### src/rtl/pipe_register.sv
// Elastic valid/ready pipeline register: DEPTH stages, each with a main and a skid slot.
// Upstream ready of every stage is a flop, so no combinational ready path crosses the chain.
module pipe_register #(
  parameter int              WIDTH     = 8,
  parameter int              DEPTH     = 2,
  parameter logic [WIDTH-1:0] RESET_VAL = '0,
  parameter int              CNT_W     = $clog2(2*DEPTH+1)
) (
  input  logic             clk,
  input  logic             rst,
  input  logic [WIDTH-1:0] in_data,
  input  logic             in_valid,
  output logic             in_ready,
  output logic [WIDTH-1:0] out_data,
  output logic             out_valid,
  input  logic             out_ready,
  input  logic             flush,
  output logic [CNT_W-1:0] count
);

  logic             r_m_v [DEPTH];
  logic             r_s_v [DEPTH];
  logic [WIDTH-1:0] r_m_d [DEPTH];
  logic [WIDTH-1:0] r_s_d [DEPTH];
  logic [CNT_W-1:0] r_count;

  logic             w_up_v  [DEPTH];
  logic [WIDTH-1:0] w_up_d  [DEPTH];
  logic             w_dn_rdy[DEPTH];
  logic             w_acc   [DEPTH];
  logic             w_take  [DEPTH];

  for (genvar k = 0; k < DEPTH; k++) begin : g_stg
    if (k == 0) begin : g_head
      assign w_up_v[k] = in_valid;
      assign w_up_d[k] = in_data;
    end else begin : g_body
      assign w_up_v[k] = r_m_v[k-1];
      assign w_up_d[k] = r_m_d[k-1];
    end

    if (k == DEPTH-1) begin : g_tail
      assign w_dn_rdy[k] = out_ready;
    end else begin : g_link
      assign w_dn_rdy[k] = ~r_s_v[k+1];
    end

    assign w_acc[k]  = w_up_v[k] & ~r_s_v[k];
    assign w_take[k] = r_m_v[k] & w_dn_rdy[k];

    // Skid drains into main before any new beat may land in main.
    always_ff @(posedge clk) begin
      if (rst) begin
        r_m_v[k] <= 1'b0;
        r_s_v[k] <= 1'b0;
        r_m_d[k] <= RESET_VAL;
        r_s_d[k] <= RESET_VAL;
      end else if (flush) begin
        r_m_v[k] <= 1'b0;
        r_s_v[k] <= 1'b0;
      end else if (w_take[k]) begin
        if (r_s_v[k]) begin
          r_m_d[k] <= r_s_d[k];
          r_s_v[k] <= 1'b0;
        end else if (w_acc[k]) begin
          r_m_d[k] <= w_up_d[k];
        end else begin
          r_m_v[k] <= 1'b0;
        end
      end else if (w_acc[k]) begin
        if (r_m_v[k]) begin
          r_s_d[k] <= w_up_d[k];
          r_s_v[k] <= 1'b1;
        end else begin
          r_m_d[k] <= w_up_d[k];
          r_m_v[k] <= 1'b1;
        end
      end
    end
  end

  logic w_in_x;
  logic w_out_x;

  assign w_in_x  = w_acc[0] & ~rst;
  assign w_out_x = w_take[DEPTH-1];

  always_ff @(posedge clk) begin
    if (rst || flush) begin
      r_count <= '0;
    end else begin
      r_count <= r_count + CNT_W'(w_in_x) - CNT_W'(w_out_x);
    end
  end

  assign in_ready  = ~r_s_v[0] & ~rst;
  assign out_valid = r_m_v[DEPTH-1];
  assign out_data  = r_m_d[DEPTH-1];
  assign count     = r_count;

endmodule
### config.mk
export PLATFORM = sky130hd
export DESIGN_NAME = pipe_register
export DESIGN_NICKNAME = d
export VERILOG_FILES = /design/src/rtl/pipe_register.sv
export SDC_FILE = /design/constraint.sdc
export NUM_CORES = 1
export LEC_CHECK = 0
export CAP_MARGIN = 20
export CORE_ASPECT_RATIO = 0.6
export CORE_UTILIZATION = 40
export CTS_CLUSTER_DIAMETER = 80
export CTS_CLUSTER_SIZE = 25
export DETAILED_ROUTE_END_ITERATION = 12
export GPL_ROUTABILITY_DRIVEN = 0
export SYNTH_ARGS = -nofsm -noshare
export SYNTH_HDL_FRONTEND = slang
export SYNTH_SLANG_ARGS = --single-unit
### constraint.sdc
create_clock -name clk -period 2.26 [get_ports clk]
set_input_delay 0.339 -clock clk [delete_from_list [all_inputs] [get_ports clk]]
set_output_delay 0.339 -clock clk [all_outputs]
set_load 0.05 [all_outputs]
==> impl_metrics.tcl <==
set metrics [dict create \
    grt_antenna_before_repair 0 \
    cts_max_level 2 \
    fillCellCount 369 \
    run_status "finished, final reports clean" \
    worstPathArrival_ps 2150 \
    worstReg2RegStart "r_s_v[0]$_DFFE_PP_" \
    drtAntennaViolNets 0 \
    clk_latency_ps 290 \
    synth_cell_type_count 36 \
    max_cap_viol_count 0 \
    synth_edf_count 36 \
    ctsHoldBuffers 0 \
    mostFrequentLayoutCells "36 x edfxtp_1, 24 x clkdlybuf4s50_1, 17 x and2_1, 16 x a22o_1" \
    p_leak_uw 0.000786 \
    path_class "flop to flop" \
    grt_max_degree 12 \
    dp_hpwl_um 2210 \
    core_area_um2 4120 \
    clock_path_buffers 2 \
    async_flop_share_pct 0 \
    hold_viol 0 \
    synth_flop_cell "edfxtp_1" \
    vias 1005 \
    crit_path_start "r_s_v[0]$_DFFE_PP_" \
    clkTransAtPathRegs_ps 70 \
    cts_sinks 39 \
    cts_buffers 5 \
    dr.pass1.iters 4 \
    final-setup-viol-count 0 \
    worst_pin_slew_ps 505 \
    clock.fmax_ghz 0.506 \
    io_pins 26 \
    finClkSkew_ps 7.41 \
    rows 18 \
    slew_headroom_pct 66.3 \
    die_height_um 52.9 \
    drive_above_1_share_pct 14.2 \
    grt_pass1_wl_um 4800 \
    routed_wl_um 2900 \
    yosys_warnings 0 \
    wire_per_inst_um 13.5 \
    vdd_drop_max_v 0.000355 \
    power_density_nw_per_um2 704 \
    cts_tree "done" \
    rsz0062_at_grt "false" \
    drt_iter0_markers 79 \
    critPathMaxFanout 7 \
    finalCritPeriodShare_pct 87.5 \
    regToRegSetupSlack_ps 280 \
    cts_resized 0 \
    netlist_area_um2 1730 \
    port_buffers 25 \
    ys_seq_elements 39 \
    drt-vias-per-instance 4.67 \
    cp.required_ps 2440 \
    synth_nets 136 \
    dieArea_um2 4600 \
    n_antenna_cell 0 \
    die_width_um 86.9 \
    final_nets 169 \
    hp-start "r_s_d[1][5]$_SDFFCE_PN0P_" \
    setup_slack_ps 283 \
    end_kind "flop" \
    clockRootBuffer "clkbuf_8" \
    start_kind "flop" \
    drcViolationCount 0 \
    area_growth_pct 25.4 \
    syn_inst 121 \
    syn-mean-instance-area_um2 14.3 \
    cts_setup_buffers 0 \
    period_needed_ps 1980 \
    grt_pass1_vias 988 \
    post-place-ws_ps 34.1 \
    holdCritPathClass "flop to flop" \
    grt_use_total_pct 15.1 \
    slew_violations 0 \
    finalHoldWorstSlack_ps 536 \
    grt_overflow_total 0 \
    final_common_cell "edfxtp_1" \
    fin_tns_setup_ps 0 \
    ys_seq_area_share_pct 65.9 \
    start_util_pct 42.0 \
]
## layout make-up
class | instances | area (um^2) | area share (%)
clock buffer | 8 | 100 | 4.61
inverter | 4 | 15.0 | 0.692
timing repair buffer | 29 | 278 | 12.8
tap | 60 | 75.1 | 3.46
multi-input combinational | 75 | 561 | 25.8
sequential | 39 | 1140 | 52.6
## cells by family (layout without fill, tap and decap cells)
family                   after synthesis  count (layout)  synth area share, %
AO/OA/AOI/OAI                         26              26                 12.7
XOR/XNOR                               3               3                 1.52
adder cells (fa/ha/maj)                2               2                 1.88
buffers and inverters                  7              41                 1.66
flip-flops                            39              39                 65.9
multiplexers                           1               1                0.651
AND/OR/NAND/NOR                       43              43                 15.6
## critical path, cell delays in order (launching register included)
cell and delay [ps]:
edfxtp_1 480, nand2b_1 250, nor2_1 210, xnor2_1 150, ha_1 160, inv_1 50, fa_1 370, xnor2_1 160
nor2_1 50
## metrics by stage
step	total power (uW)	instances	util [%]	area, um^2
final	1530	215	52.6	2170
after global routing	1590	215	52.6	2170
after CTS	1540	215	52.6	2170
after detailed placement	1040	207	50.2	2070
after global placement	1030	207	50.2	2070
after floorplan	964	121	-	1730
## cells in the mapped netlist (2+ instances only)
cell type,instances,share of area (%)
buf_2,2,0.58
nand2_1,5,1.1
o211ai_1,2,0.87
nor2b_1,2,0.72
dfxtp_1,3,3.5
xnor2_1,2,1.0
a22o_1,16,8.1
inv_1,3,0.65
and2_1,17,6.1
edfxtp_1,36,62
nor2_1,7,1.5
nand2b_1,2,0.72
## final timing paths
kind                                                   to  cells past startpoint
worst max-delay path                  count[2]$_SDFF_PP0_                      8
worst min-delay path            r_m_d[1][5]$_SDFFCE_PN0P_                      1
worst max register to register        count[2]$_SDFF_PP0_                      8
worst min register to register  r_m_d[1][5]$_SDFFCE_PN0P_                      1
## report_power, final
group          leakage [uW]  switching [uW]  internal [uW]
clock network     0.0000515             227            278
registers          0.000403            22.3            826
logic              0.000331             104           69.1
total              0.000786             353           1170
## sequential cells by signal, summed over array words and instances (netlist names)
name and count:
r_m_d 16, r_s_d 16, count 3, r_m_v 2, r_s_v 2
## metal layers
metal / vias up / wire, um / track usage (%)
met4: 0 / 47 / 6.67
met3: 5 / 170 / 6.71
met1: 454 / 1510 / 20.9
li1: 521 / - / -
met2: 25 / 1170 / 20.2
met5: - / 0 / 0
Power figures use the tool's default switching activity.
